--- src/rtl/inv_broadcast_queue_pkg.sv ---
// Shared types and defaults for the instruction invalidation broadcast queue.
// Coalescing of repeated requests is enabled by defining INV_QUEUE_COALESCE_EN.
package cva5_types;
    localparam int INV_ADDR_W = 30;
    localparam int INV_QUEUE_DEPTH_DEFAULT = 4;
    localparam int INV_QUEUE_SINKS_DEFAULT = 2;

    typedef logic [INV_ADDR_W-1:0] inv_addr_t;

    // Pointers carry one extra wrap bit so full and empty can be told apart.
    function automatic int inv_ptr_width(input int depth);
        return $clog2(depth) + 1;
    endfunction
endpackage

--- src/rtl/inv_broadcast_queue_ack_tracker.sv ---
// Per-sink acceptance tracking for the head entry of the invalidation queue.
// Raises retire once every sink has taken the head, and then clears the mask for the next entry.
module inv_ack_tracker #(
    parameter int NUM_SINKS = 2
) (
    input  logic                 clk,
    input  logic                 rst,
    input  logic                 active_i,
    input  logic [NUM_SINKS-1:0] sink_ready_i,
    output logic [NUM_SINKS-1:0] sink_valid_o,
    output logic                 retire_o
);
    localparam int NS = NUM_SINKS;
    typedef logic [NS-1:0] sink_mask_t;

    sink_mask_t ack_q;
    sink_mask_t ack_d;
    sink_mask_t handshake;

    // A sink that has already taken the head sees valid low until the next entry arrives.
    always_comb begin
        sink_valid_o = active_i ? ~ack_q : '0;
        handshake    = sink_valid_o & sink_ready_i;
        retire_o     = active_i & (&(ack_q | handshake));
        ack_d        = retire_o ? '0 : (ack_q | handshake);
    end

    always_ff @(posedge clk or posedge rst) begin
        if (rst) begin
            ack_q <= '0;
        end else begin
            ack_q <= ack_d;
        end
    end
endmodule

--- src/rtl/inv_broadcast_queue.sv ---
// Queued fan-out of instruction invalidations from one source to NUM_SINKS consumers.
// Defining INV_QUEUE_COALESCE_EN merges a request matching the newest not-yet-broadcast entry.
module inv_broadcast_queue
    import cva5_types::*;
#(
    parameter int DEPTH     = INV_QUEUE_DEPTH_DEFAULT,
    parameter int NUM_SINKS = INV_QUEUE_SINKS_DEFAULT,
    parameter int ADDR_W    = INV_ADDR_W
) (
    input  logic                 clk,
    input  logic                 rst,
    input  logic [ADDR_W-1:0]    src_inv_addr,
    input  logic                 src_inv_valid,
    output logic                 src_inv_ready,
    output logic                 inv_completed,
    output logic                 inv_outstanding,
    output logic                 coalesced,
    output logic [ADDR_W-1:0]    sink_inv_addr,
    output logic [NUM_SINKS-1:0] sink_inv_valid,
    input  logic [NUM_SINKS-1:0] sink_inv_ready,
    input  logic [NUM_SINKS-1:0] sink_inv_outstanding
);
    localparam int PTR_W = inv_ptr_width(DEPTH);
    localparam int IDX_W = PTR_W - 1;
    localparam int NS    = NUM_SINKS;

    typedef logic [PTR_W-1:0] ptr_t;
    typedef logic [NS-1:0]    sink_mask_t;

    logic [ADDR_W-1:0] mem_q [DEPTH];
    ptr_t              wr_ptr_q, wr_ptr_d;
    ptr_t              rd_ptr_q, rd_ptr_d;
    logic              completed_q;
    logic              empty, full, write_en, retire, hit;
    sink_mask_t        sink_valid;

    assign empty = (wr_ptr_q == rd_ptr_q);
    assign full  = (wr_ptr_q[IDX_W] != rd_ptr_q[IDX_W]) &&
                   (wr_ptr_q[IDX_W-1:0] == rd_ptr_q[IDX_W-1:0]);

    inv_ack_tracker #(
        .NUM_SINKS(NUM_SINKS)
    ) u_ack_tracker (
        .clk         (clk),
        .rst         (rst),
        .active_i    (!empty),
        .sink_ready_i(sink_inv_ready),
        .sink_valid_o(sink_valid),
        .retire_o    (retire)
    );

`ifdef INV_QUEUE_COALESCE_EN
    ptr_t last_ptr;
    logic last_is_head;
    logic head_untouched;
    logic coalesced_q;

    // The newest entry may absorb a repeat only while no sink has started taking it.
    always_comb begin
        last_ptr       = wr_ptr_q - ptr_t'(1);
        last_is_head   = (last_ptr == rd_ptr_q);
        head_untouched = (&sink_valid) & !(|(sink_valid & sink_inv_ready));
        hit            = src_inv_valid & !empty &
                         (mem_q[last_ptr[IDX_W-1:0]] == src_inv_addr) &
                         (!last_is_head | head_untouched);
    end

    always_ff @(posedge clk or posedge rst) begin
        if (rst) begin
            coalesced_q <= 1'b0;
        end else begin
            coalesced_q <= hit;
        end
    end

    assign coalesced = coalesced_q;
`else
    assign hit       = 1'b0;
    assign coalesced = 1'b0;
`endif

    // Readiness depends only on registered occupancy, so a same-cycle retire never frees a slot early.
    always_comb begin
        src_inv_ready = !full | hit;
        write_en      = src_inv_valid & !full & !hit;
        wr_ptr_d      = wr_ptr_q + ptr_t'(write_en);
        rd_ptr_d      = rd_ptr_q + ptr_t'(retire);
    end

    always_ff @(posedge clk or posedge rst) begin
        if (rst) begin
            wr_ptr_q    <= '0;
            rd_ptr_q    <= '0;
            completed_q <= 1'b0;
        end else begin
            wr_ptr_q    <= wr_ptr_d;
            rd_ptr_q    <= rd_ptr_d;
            completed_q <= retire;
        end
    end

    always_ff @(posedge clk) begin
        if (write_en) begin
            mem_q[wr_ptr_q[IDX_W-1:0]] <= src_inv_addr;
        end
    end

    assign sink_inv_addr   = mem_q[rd_ptr_q[IDX_W-1:0]];
    assign sink_inv_valid  = sink_valid;
    assign inv_completed   = completed_q;
    assign inv_outstanding = !empty | (|sink_inv_outstanding);
endmodule

--- config.mk ---
export PLATFORM = sky130hd
export DESIGN_NAME = inv_broadcast_queue
export DESIGN_NICKNAME = d
export VERILOG_FILES = /design/src/rtl/inv_broadcast_queue_pkg.sv /design/src/rtl/inv_broadcast_queue_ack_tracker.sv /design/src/rtl/inv_broadcast_queue.sv
export SDC_FILE = /design/constraint.sdc
export NUM_CORES = 1
export LEC_CHECK = 0
export ABC_CLOCK_PERIOD_IN_PS = 6200
export CORE_MARGIN = 5
export CORE_UTILIZATION = 40
export CTS_CLUSTER_SIZE = 8
export DETAILED_ROUTE_END_ITERATION = 8
export PLACE_DENSITY = 0.74
export SYNTH_ARGS = -nofsm -noshare
export SYNTH_HDL_FRONTEND = slang
export SYNTH_HIERARCHICAL = 1
export SYNTH_SLANG_ARGS = --single-unit
--- constraint.sdc ---
create_clock -name clk -period 6.2 [get_ports clk]
set_input_delay 1.24 -clock clk [delete_from_list [all_inputs] [get_ports clk]]
set_output_delay 1.24 -clock clk [all_outputs]
set_load 0.01 [all_outputs]
After elaboration in Yosys (flattened, before gate mapping)
Memories as Yosys holds them, arrays and structs flattened.
Index checks and enable logic that the tools add are counted.
Widths: inputs -> output; s select.
{"block": "word_totals", "register_bits": 9, "mem_bits_rw": 120, "word_cells": 25, "memories": 1, "out_inout_bits": 36}
{"block": "op_classes", "n_eq_ne": 3, "addsub": 2, "bitwise": 6, "mux": 4, "n_reduce_logical": 5}
{"name": "mem_q", "depth": 4, "word_bits": 30, "rd": 1, "rd_ports_with_merged_regs": 0, "write_ports": 1, "line": "inv_broadcast_queue.sv:30", "source": "logic [ADDR_W-1:0] mem_q [DEPTH];"}
{"op": "$add 3x1->3", "count": 2}
{"op": "$mux 2", "count": 2}
{"op": "$eq 3x3->1", "count": 1}
{"op": "$and 1x1->1", "count": 2}
{"op": "$and 2x2->2", "count": 1}
{"op": "$eq 2x2->1", "count": 1}
{"op": "$logic_not 1->1", "count": 2}
{"op": "$mux 1", "count": 2}
{"op": "$not 2->2", "count": 1}
{"op": "$or 2x2->2", "count": 1}
{"op": "$reduce_and 2->1", "count": 1}
{"op": "$reduce_or 2->1", "count": 1}
{"op": "$logic_and 1x1->1", "count": 1}
{"op": "$ne 1x1->1", "count": 1}
{"op": "$or 1x1->1", "count": 1}

Depth between registers and ports, before layout
Gate-level depths: netlist of run 1.
{"block": "logic_depth", "depth_word": 7, "depth_mapped": 8, "ltp_nobuf": 7}

Modules after synthesis
The synthesis of run 1 kept the hierarchy.
{"module": "inv_broadcast_queue", "area_per_inst_um2": 4737.0, "instances": 1, "cells_each": 190}
{"module": "inv_ack_tracker", "area_per_inst_um2": 106.4, "instances": 1, "cells_each": 12}

Worst setup path before layout of run 1
No wires, ideal clock.
{"block": "synth_timing", "kind": "input-to-reg", "from": "input port src_inv_valid", "to": "memory mem_q[2][0] (netlist bit), enable pin", "n_path_buf": 0, "setup_time_ps": 473, "arrival_time_ps": 3674, "stages": 2, "required_time_ps": 5727, "setup_slack_ps": 2053, "cell_sequence": "nand2_1 -> a311oi_1"}
{"block": "synth_via", "elab_chain_cells": 3}
{"element": "from (decl)", "line": "inv_broadcast_queue.sv:13", "source": "input logic src_inv_valid,"}
{"element": "$and 1x1->1", "line": "inv_broadcast_queue.sv:85", "source": "write_en = src_inv_valid & !full & !hit;"}
{"element": "$mux 1", "line": "inv_broadcast_queue.sv:103", "source": "if (write_en) begin"}
{"element": "$mux 1 (not written as such)", "line": "inv_broadcast_queue.sv:104", "source": "mem_q[wr_ptr_q[IDX_W-1:0]] <= src_inv_addr;"}
{"element": "to (decl)", "line": "inv_broadcast_queue.sv:30"}
Every way passes these cells.

Worst setup path in the final report of run 1
{"block": "layout_timing", "from": "register rd_ptr_q[0]", "to": "output port sink_inv_valid[1]"}
{"block": "layout_via", "elab_chain_cells": 2}
{"element": "from (decl)", "line": "inv_broadcast_queue.sv:32", "source": "ptr_t rd_ptr_q, rd_ptr_d;"}
{"element": "from (signal assigned)", "line": "inv_broadcast_queue.sv:97", "source": "rd_ptr_q <= rd_ptr_d;"}
{"element": "$eq 3x3->1", "line": "inv_broadcast_queue.sv:37", "source": "assign empty = (wr_ptr_q == rd_ptr_q);"}
{"element": "$mux 2", "line": "inv_broadcast_queue_ack_tracker.sv:22", "source": "sink_valid_o = active_i ? ~ack_q : '0;"}
{"element": "to (decl)", "line": "inv_broadcast_queue.sv:19", "source": "output logic [NUM_SINKS-1:0] sink_inv_valid,"}
Every way passes these cells.

==> summary.txt, run 1 <==
Power and ir drop
  • Combinational share of power: between 30% and 40%
  • Max IR drop VDD: 0.272 mV
  • Cell Int Power: 2.26 mW
  • Sw Share: 29.2%
  • Leakage power: 2.07 nW
  • Clock Power Share: 25.9%
  • Switching pwr: between 0.9 and 1 mW
  • P per Cell Area: 509 mW/mm^2
  • Seq pwr share: 40.9%

Setup path
  • Crit path kind: reg2out
  • Worst setup SP type: flip-flop
  • R2R Path Start: rd_ptr_q[0]
  • CP Max Fanout: 21
  • Critical path arrival: 2.76 ns
  • Critical-path cell list: buf_4 -> xnor2_1 -> buf_4 -> nand3b_1 -> nor2b_1 -> clkdlybuf4s50_1
  • CP max stage delay: 0.61 ns
  • Reg2reg end: mem_q[2][23]
  • Most frequent CP cell: buf_4
  • Slowest cell on the critical path: dfrtp_2
  • Crit path required time: 4.96 ns
  • Worst Reg-to-Reg Cells: 5
  • Reg2Reg Setup Slack: roughly 3.3 ns
  • Critical Path Sink Type: primary output

Route
  • DRC: 0
  • Via density: just over 5
  • Total number of vias: 2,273
  • Detail Route Antenna Nets: 0
  • 1st-pass router iterations: 4
  • Number of DRC markers in iteration 0: 155
  • Wirelength per Cell: 18.7 um
  • Post-Route WL: between 8000 and 9000 um

Placed design
  • Pre-CTS setup slack: 2.56 ns
  • Final GP Congestion: 0.718
  • Number of instances in the placed design: 419
  • DPL Wire Length: 5190 um
  • Port Buffers: 71

GRT
  • GRT overflow: 0
  • First-pass GRT wire length: approximately 13,000 um
  • GRT Total Usage: 12.6%
  • Vias in the first global route: around 2,500
  • Largest net degree at the start of global routing: 33
  • Number of antenna violations at the first check in global routing: 0

Timing
  • Crit share post-route: 64.5%
  • Clock skew: 0.00801 ns
  • Setup TNS: 0 ns
  • Least-Margin Pin Slew: around 1 ns
  • Slew HR: 33.1%
  • Max Fclk: about 250 MHz
  • Unrepaired setup endpoints after global routing: false
  • Slew Viols, Final: 0
  • Final worst setup slack: 2.20 ns
  • Tmin final: around 4 ns
  • Final Hold Fails: 0
  • Endpoints failing setup: 0

Logic synthesis
  • Syn Inst Count: 202
  • Main area contributors after synthesis: edfxtp_1, mux4_2, dfrtp_1, buf_12, ha_1
  • YS warnings: 6
  • Post-synth net total: approximately 240
  • Synth unique cells: 23
  • Post-synth top area share: between 70% and 80%
  • Mapped Area: 0.00484 sq mm
  • Mean Syn Cell Area: 24.0 sq um
  • FF+latch count, synth: 129
  • Sequential area share after synthesis: 79.0%
  • Yosys top cell by area: edfxtp_1

Worst hold path
  • Hold Crit Class: reg2reg
  • Hold path start: wr_ptr_q[2]
  • Hold Path Depth: 1
  • Hold EP: wr_ptr_q[2]

Clock tree
  • CTS tree: built
  • CTS buffer count: 17
  • # resized after CTS: 0
  • Clock sinks: 129
  • CTS hold repair buffers: 0
  • Post-CTS Setup Inserts: 0
  • H-tree levels: 4
  • Clock Latency Late Sink: slightly above 0.4 ns
  • Root Driver: clkbuf_16
  • CTS clk-pin slew, worst paths: 0.05 ns
  • Max Root-Sink Buffers: 2

Layout
  • Fin cells: 451
  • N_diodes: 0
  • Layout area overhead: 29.3%
  • Final #Nets: between 300 and 400
  • Layout cells sized above 1: between 20% and 30%

Floorplan
  • Core Region: roughly 0.012 sq mm
  • IO Count: 73
  • Die width: 120 um
  • Die area: 0.0144 sq mm
  • Die Height: 120 um
  • Core Rows: 40
  • Initial Utilization: 40.5%

Status
  • Status: finished clean

Run
  • MaxCap Viol Count: 0
per-layer routing:
metal  vias up  part of all wire (%)  track usage, %
met5         -                     0               0
met1      1173                    41            14.7
met2        63                    51            20.2
li1       1027                     -               -
met3        10                   7.0            6.27
met4         0                   1.1            4.51
critical path: cells and delay by family, from the launching register on:
kind	cells	cell delay [ns]
flip-flops	1	0.61
buffers and inverters	3	1.17
AND/OR/NAND/NOR	2	0.38
XOR/XNOR	1	0.18
cells in the mapped netlist, drive strengths merged:
master	number
xor2	3
edfxtp	120
o21a	3
nand2	1
a311oi	1
a31oi	4
mux4	30
nand3b	2
conb	1
dfrtp	9
xnor2	2
ha	4
inv	3
nand4b	1
nor2b	2
buf	8
a21oi	2
nor2	3
nand3	2
or3b	1
per-stage QoR:
stage / hold WS (ns) / area [sq um] / util [%] / power [mW]
after CTS: 0.494 / 6260 / 52.4 / 3.25
after global placement: 0.481 / 5760 / 48.2 / 2.39
final: 0.502 / 6260 / 52.4 / 3.19
after detailed placement: 0.485 / 5760 / 48.2 / 2.41
after global routing: 0.524 / 6260 / 52.4 / 3.36
after floorplan: 0.460 / 4840 / - / 1.89
power groups by stage:
stage	clock [mW]	sequential (mW)	combinational (mW)
2_1_floorplan	0	1.26	0.638
3_3_place_gp	0	1.32	1.07
3_5_place_dp	0	1.33	1.08
4_1_cts	0.847	1.31	1.09
5_1_grt	0.885	1.33	1.14
6_report	0.824	1.30	1.06
kinds of logic after synthesis:
kind of cell | count (synthesis) | share of synthesized area [%]
adders and majority gates | 4 | 1.03
other | 1 | 0.0774
and+or+nand+nor | 12 | 1.45
AOI/OAI and AO/OA | 10 | 1.37
DFF | 129 | 79.0
buffers and inverters | 11 | 2.17
xor gates and xnor gates | 5 | 0.904
muxes | 30 | 13.9
sequential cells by signal, indices dropped and copies added, names as in the netlist:
| name | flops |
|---|---|
| u_ack_tracker/ack_q | 2 |
| mem_q | 120 |
| inv_completed | 1 |
| rd_ptr_q | 3 |
| wr_ptr_q | 3 |
cells in the final DEF, fill, tap and decap left out, types with 2 or more instances in the layout:
master	instances
a21oi_1	2
xnor2_1	2
nor2_1	3
clkbuf_16	17
clkinvlp_4	3
clkinv_2	8
o21a_1	3
dfrtp_1	7
edfxtp_1	120
clkinv_1	4
dfrtp_2	2
xor2_1	3
nand3b_1	2
inv_1	3
nor2b_1	2
ha_1	4
a31oi_4	3
nand3_1	2
mux4_2	30
buf_4	7
clkdlybuf4s50_1	71
worst max path at each step:
| stage | slack, ns | end | startpoint |
|---|---|---|---|
| finish | 2.20 | sink_inv_valid[1] | rd_ptr_q[0] |
| global route | 1.86 | sink_inv_valid[1] | rd_ptr_q[0] |
| CTS | 2.09 | sink_inv_valid[1] | rd_ptr_q[0] |
| detailed placement | 2.56 | sink_inv_valid[1] | rd_ptr_q[0] |
| global placement | 2.60 | inv_outstanding | sink_inv_outstanding[1] |
| floorplan | 2.05 | mem_q[2][0] | src_inv_valid |
final cells by class:
cell class / instances / area (sq um)
clock buffer: 17 / 425
clock inverter: 15 / 77.6
fill: 916 / 5700
inverter: 3 / 11.3
multi-input combinational: 62 / 972
sequential: 129 / 3830
tap: 147 / 184
timing repair buffer: 78 / 763
(Power assumes the default switching activity.)
==> run 2, diff against run 1 <==
ABC_CLOCK_PERIOD_IN_PS = 3820   (was 6200)
clock period = 3.82 ns   (was 6.2 ns; I/O delays follow)
==> run 2 against run 1 <==
- non-clock buffer count grew 2
- largest cell class unchanged
- clock power rose by 67%
- critical path depth decreased by 1
- clock skew grew 0.0045 ns
- die area unchanged
- final cell count rose by 0.22%
- global-route usage increased by 0.14 points
- utilization grew 0.28 points
- clock-buffer cell count grew 3
==> summary.txt, run 2 (synthesized netlist as in run 1, its figures left out) <==
Status
  • Status: finished clean (unchanged)

Setup path
  • CP Max Fanout: 21 (unchanged)
  • Worst setup SP type: flip-flop (unchanged)
  • Critical Path Sink Type: primary output (unchanged)
  • Reg2reg end: rd_ptr_q[2] (was mem_q[2][23])
  • Worst Reg-to-Reg Cells: 8 (was 5)
  • Crit path required time: 3.06 ns (was 4.96 ns)
  • R2R Path Start: rd_ptr_q[0] (unchanged)
  • Reg2Reg Setup Slack: 1.45 ns (was 3.25 ns)
  • Crit path kind: reg2out (unchanged)
  • Critical path arrival: 2.51 ns (was 2.76 ns)

Worst hold path
  • Hold path start: wr_ptr_q[2] (unchanged)
  • Hold EP: wr_ptr_q[2] (unchanged)
  • Hold Crit Class: reg2reg (unchanged)
  • Hold Path Depth: 1 (unchanged)

GRT
  • Number of antenna violations at the first check in global routing: 0 (unchanged)
  • Largest net degree at the start of global routing: 31 (was 33)
  • Vias in the first global route: 2,545 (was 2,472)
  • GRT Total Usage: 12.7% (was 12.6%)
  • First-pass GRT wire length: 13,500 um (was 13,300 um)
  • GRT overflow: 0 (unchanged)

Timing
  • Final worst setup slack: 0.550 ns (was 2.20 ns)
  • Setup TNS: 0 ns (unchanged)
  • Clock skew: 0.0125 ns (was 0.00801 ns)
  • Tmin final: 3.27 ns
  • Final Hold Fails: 0 (unchanged)
  • Slew HR: 52.5% (was 33.1%)
  • Unrepaired setup endpoints after global routing: false (unchanged)
  • Slew Viols, Final: 0 (unchanged)
  • Endpoints failing setup: 0 (unchanged)
  • Crit share post-route: 85.6%
  • Least-Margin Pin Slew: 0.713 ns (was 1.00 ns)
  • Max Fclk: 306 MHz

Power and ir drop
  • Max IR drop VDD: 0.412 mV (was 0.272 mV)
  • Sw Share: 28.6% (was 29.2%)
  • Combinational share of power: 33.8% (was 33.2%)
  • Clock Power Share: 26.2% (was 25.9%)
  • Seq pwr share: 40.0% (was 40.9%)
  • Leakage power: 2.08 nW (was 2.07 nW)
  • Switching pwr: 1.51 mW (was 0.930 mW)
  • Design Power: 5.27 mW (was 3.19 mW)
  • Cell Int Power: 3.76 mW (was 2.26 mW)
  • P per Cell Area: 836 mW/mm^2 (was 509 mW/mm^2)

Clock tree
  • H-tree levels: 4 (unchanged)
  • Clock Latency Late Sink: 0.40 ns (was 0.41 ns)
  • # resized after CTS: 0 (unchanged)
  • Clock sinks: 129 (unchanged)
  • CTS hold repair buffers: 0 (unchanged)
  • Post-CTS Setup Inserts: 0 (unchanged)
  • Max Root-Sink Buffers: 2 (unchanged)
  • CTS clk-pin slew, worst paths: 0.05 ns (about the same)
  • CTS buffer count: 17 (unchanged)
  • Root Driver: clkbuf_16 (unchanged)
  • CTS tree: built (unchanged)

Layout
  • Commonest cells after routing, fill and taps aside: edfxtp_1, clkdlybuf4s50_1, mux4_2 (unchanged)
  • Filler cells: 938 (was 916)
  • N_diodes: 0 (unchanged)
  • Fin cells: 452 (was 451)
  • Final #Nets: 334 (was 332)
  • Largest register FFs: 120 (unchanged)
  • Layout area overhead: 30.0% (was 29.3%)
  • Commonest non-fill, non-tap cell in the layout: edfxtp_1 (unchanged)
  • Layout cells sized above 1: 21.6% (was 23.7%)

Route
  • Number of DRC markers in iteration 0: 152 (was 155)
  • Post-Route WL: 8550 um (was 8440 um)
  • 1st-pass router iterations: 3 (was 4)
  • Detail Route Antenna Nets: 0 (unchanged)
  • DRC: 0 (unchanged)
  • Via density: 4.97 (was 5.04)
  • Wirelength per Cell: 18.9 um (was 18.7 um)
  • Total number of vias: 2,245 (was 2,273)

Placed design
  • Number of instances in the placed design: 421 (was 419)
  • Pre-CTS setup slack: 0.893 ns (was 2.56 ns)
  • DPL Wire Length: 5300 um (was 5190 um)
  • Port Buffers: 71 (unchanged)
  • Final GP Congestion: 0.689 (was 0.718)

Floorplan
  • IO Count: 73 (unchanged)
  • Die area: 0.0144 sq mm (unchanged)
  • Die Height: 120 um (unchanged)
  • Die width: 120 um (unchanged)
  • Initial Utilization: 40.5% (unchanged)
  • Core Rows: 40 (unchanged)
  • Core Region: 0.0120 sq mm (unchanged)

Run
  • MaxCap Viol Count: 0 (unchanged)
==> run 2: how the worst max path moves through the flow <==
stage	start	depth (start not counted)	endpoint
floorplan	wr_ptr_q[1]	2	mem_q[2][0]
global placement	rd_ptr_q[0]	3	sink_inv_addr[5]
detailed placement	rd_ptr_q[0]	5	sink_inv_valid[1]
CTS	rd_ptr_q[0]	5	sink_inv_valid[1]
global route	rd_ptr_q[0]	5	sink_inv_valid[1]
finish	rd_ptr_q[0]	5	sink_inv_valid[1]
==> run 2: critical path: stages (launching register included) <==
cell and delay (ns):
dfrtp_2 0.83, xnor2_1 0.19, buf_4 0.23, nand3b_1 0.19, nor2b_1 0.18, clkdlybuf4s50_1 0.48
==> run 2: metrics by stage <==
step	instance area [sq um]	utilization, %	hold slack, ns
after floorplan	4840	-	0.460
after global placement	5790	48.4	0.476
after detailed placement	5790	48.4	0.480
after CTS	6300	52.7	0.487
after global routing	6300	52.7	0.536
final	6300	52.7	0.486
==> run 2: power groups by stage <==
stage	registers [mW]	clock network, mW	logic [mW]
after global routing	2.15	1.49	1.92
after detailed placement	2.14	0	1.81
final	2.11	1.38	1.78
after floorplan	2.04	0	1.04
after CTS	2.12	1.41	1.82
after global placement	2.12	0	1.78
==> run 2: final cells by class <==
| cell class | count | area [sq um] | area share (%) |
|---|---|---|---|
| flip-flops and latches | 129 | 3830 | 60.8 |
| multi-input cells | 62 | 972 | 15.4 |
| well taps | 147 | 184 | 2.92 |
| inverters | 3 | 11.3 | 0.179 |
| clock buffers | 20 | 437 | 6.93 |
| repair buffers | 80 | 791 | 12.6 |
| clock inverters | 11 | 72.6 | 1.15 |
==> run 2: per-layer routing <==
metal | vias to the layer above | routed length [um] | global-route usage (%)
met1 | 1149 | 3350 | 14.3
li1 | 1027 | - | -
met5 | - | 0 | 0
met3 | 11 | 554 | 5.98
met2 | 58 | 4540 | 21.6
met4 | 0 | 103 | 3.87
==> run 3, diff against run 2 <==
--- a/config.mk
+++ b/config.mk
@@ -16,2 +16,3 @@
 export SYNTH_HIERARCHICAL = 1
 export SYNTH_SLANG_ARGS = --single-unit
+export TNS_END_PERCENT = 100
==> constraint.sdc (replaced) <==
create_clock -name clk -period 3.82 [get_ports clk]
set_input_delay 1.146 -clock clk [delete_from_list [all_inputs] [get_ports clk]]
set_output_delay 1.146 -clock clk [all_outputs]
set_load 0.01 [all_outputs]
==> run 3 against run 2 <==
- critical path depth fell by 2
- clock-buffer cell count grew 2
- worst hold slack improved by 0.0022 ns
- worst setup slack worse by 0.33 ns
- power is 6.1% higher
- sequential cell count did not move
- critical endpoint is now sink_inv_addr[26]
- clock power is 22% higher
- highest routed layer unchanged
- sequential power is essentially flat
- clock skew shrank 0.0035 ns
- register-to-register slack improved by 0.22 ns
- first-iteration DRC count fell by 36%
==> summary.txt, run 3 (synthesized netlist as in run 1, its figures left out) <==
Clock tree
  • Root Driver: clkbuf_16 (unchanged)
  • CTS clk-pin slew, worst paths: 0.06 ns (was 0.05 ns)
  • Max Root-Sink Buffers: 2 (unchanged)
  • Clock Latency Late Sink: 0.41 ns (was 0.40 ns)
  • CTS hold repair buffers: 0 (unchanged)
  • # resized after CTS: 0 (unchanged)
  • CTS tree: built (unchanged)
  • Post-CTS Setup Inserts: 0 (unchanged)
  • CTS buffer count: 17 (unchanged)
  • H-tree levels: 4 (unchanged)
  • Clock sinks: 129 (unchanged)

Power and ir drop
  • Max IR drop VDD: 0.576 mV (was 0.412 mV)
  • Leakage power: 2.17 nW (was 2.08 nW)
  • P per Cell Area: 865 mW/mm^2 (was 836 mW/mm^2)
  • Design Power: 5.59 mW (was 5.27 mW)

Placed design
  • DPL Wire Length: 5610 um (was 5300 um)
  • Placed cell area: 0.00583 sq mm (was 0.00579 sq mm)
  • Port Buffers: 71 (unchanged)
  • Final GP Congestion: 0.673 (was 0.689)
  • Number of instances in the placed design: 425 (was 421)

Layout
  • Largest register FFs: 120 (unchanged)
  • Layout cells sized above 1: 25.2% (was 21.6%)
  • Commonest non-fill, non-tap cell in the layout: edfxtp_1 (unchanged)
  • Finished Cell Area: 0.00646 sq mm (was 0.00630 sq mm)
  • Fin cells: 457 (was 452)
  • Layout area overhead: 33.3% (was 30.0%)
  • Commonest cells after routing, fill and taps aside: edfxtp_1, clkdlybuf4s50_1, mux4_2 (unchanged)
  • Final #Nets: 338 (was 334)
  • Core Util, Final: 54.0% (was 52.7%)
  • N_diodes: 0 (unchanged)

Floorplan
  • IO Count: 73 (unchanged)
  • Core Region: 0.0120 sq mm (unchanged)
  • Die Height: 120 um (unchanged)
  • Initial Utilization: 40.5% (unchanged)
  • Die width: 120 um (unchanged)
  • Die area: 0.0144 sq mm (unchanged)
  • Core Rows: 40 (unchanged)

Status
  • Status: finished clean (unchanged)

GRT
  • Vias in the first global route: 2,601 (was 2,545)
  • GRT Total Usage: 13.3% (was 12.7%)
  • GRT overflow: 0 (unchanged)
  • Number of antenna violations at the first check in global routing: 0 (unchanged)
  • Largest net degree at the start of global routing: 19 (was 31)
  • First-pass GRT wire length: 13,900 um (was 13,500 um)

Route
  • Wirelength per Cell: 19.1 um (was 18.9 um)
  • Total number of vias: 2,300 (was 2,245)
  • Detail Route Antenna Nets: 0 (unchanged)
  • Post-Route WL: 8750 um (was 8550 um)
  • Number of DRC markers in iteration 0: 98 (was 152)
  • DRC: 0 (unchanged)
  • Via density: 5.03 (was 4.97)
  • 1st-pass router iterations: 5 (was 3)

Setup path
  • Critical path depth in cells: 3 (was 5)
  • Worst Reg-to-Reg Cells: 4 (was 8)
  • R2R Path Start: rd_ptr_q[0] (unchanged)
  • CP max stage delay: 0.66 ns (was 0.83 ns)
  • Crit path from: rd_ptr_q[0] (unchanged)
  • Critical-path cell list: buf_4 -> mux4_2 -> clkdlybuf4s50_1 (was xnor2_1 -> buf_4 -> nand3b_1 -> nor2b_1 -> clkdlybuf4s50_1)
  • Crit path required time: 2.67 ns (was 3.06 ns)
  • CP Max Fanout: 14 (was 21)
  • Top delay family on crit path: buffers and inverters (was flip-flops)
  • Worst Path Buf+Inv: 2 (unchanged)
  • Slowest cell on the critical path: dfrtp_2 (unchanged)
  • Crit path kind: reg2out (unchanged)
  • Critical path arrival: 2.46 ns (was 2.51 ns)
  • Critical Path Sink Type: primary output (unchanged)
  • Worst setup SP type: flip-flop (unchanged)

Timing
  • Least-Margin Pin Slew: 0.603 ns (was 0.713 ns)
  • Max Fclk: 278 MHz (was 306 MHz)
  • Unrepaired setup endpoints after global routing: false (unchanged)
  • Tmin final: 3.60 ns (was 3.27 ns)
  • Crit share post-route: 94.3% (was 85.6%)
  • Setup TNS: 0 ns (unchanged)
  • Endpoints failing setup: 0 (unchanged)
  • Final Hold Fails: 0 (unchanged)
  • Clock skew: 0.00900 ns (was 0.0125 ns)
  • Slew HR: 59.8% (was 52.5%)
  • Slew Viols, Final: 0 (unchanged)

Run
  • MaxCap Viol Count: 0 (unchanged)

Worst hold path
  • Hold Crit Class: reg2reg (unchanged)
  • Hold path start: wr_ptr_q[2] (unchanged)
  • Hold Path Depth: 1 (unchanged)
## run 3: cell types whose count changed in the layout (fill, tap and decap cells not counted), sizes merged
cell / change
clkbuf: +2
buf: +4
clkinvlp: -1
clkinv: -3
bufinv: +3
## run 3: area by class of cell
class	instances	area, sq um
fill	924	5510
clock buffer	22	464
multi-input combinational	62	972
sequential	129	3830
tap	147	184
inverter	3	11.3
clock inverter	10	160
timing repair buffer	84	833
## run 3: path summary, 6_finish.rpt
kind | endpoint | slack, ns
worst max-delay path | sink_inv_addr[26] | 0.22
max in group asynchronous | rd_ptr_q[0] | 2.53
worst max register to register | mem_q[1][11] | 1.67
min in group asynchronous | u_ack_tracker/ack_q[1] | 0.93
worst min-delay path | wr_ptr_q[2] | 0.49
worst min register to register | wr_ptr_q[2] | 0.49
## run 3: metrics by stage
stage	setup WS [ns]	hold WS, ns
6_report	0.217	0.488
5_1_grt	0.0638	0.527
4_1_cts	0.118	0.494
3_5_place_dp	0.405	0.483
3_3_place_gp	0.411	0.478
2_1_floorplan	0.238	0.460
## run 3: power breakdown
group	leakage, nW	switching, mW	internal, mW
Combinational	0.656	0.836	0.993
Clock	0.306	0.555	1.12
Sequential	1.21	0.159	1.92
Total	2.17	1.55	4.04
## run 3: layer usage
| metal | track usage [%] | share of wire [%] | vias to the layer above |
|---|---|---|---|
| met5 | 0 | 0 | - |
| met1 | 14.5 | 39 | 1187 |
| li1 | - | - | 1038 |
| met4 | 5.15 | 1.2 | 0 |
| met2 | 22.3 | 54 | 66 |
| met3 | 6.41 | 6.1 | 9 |
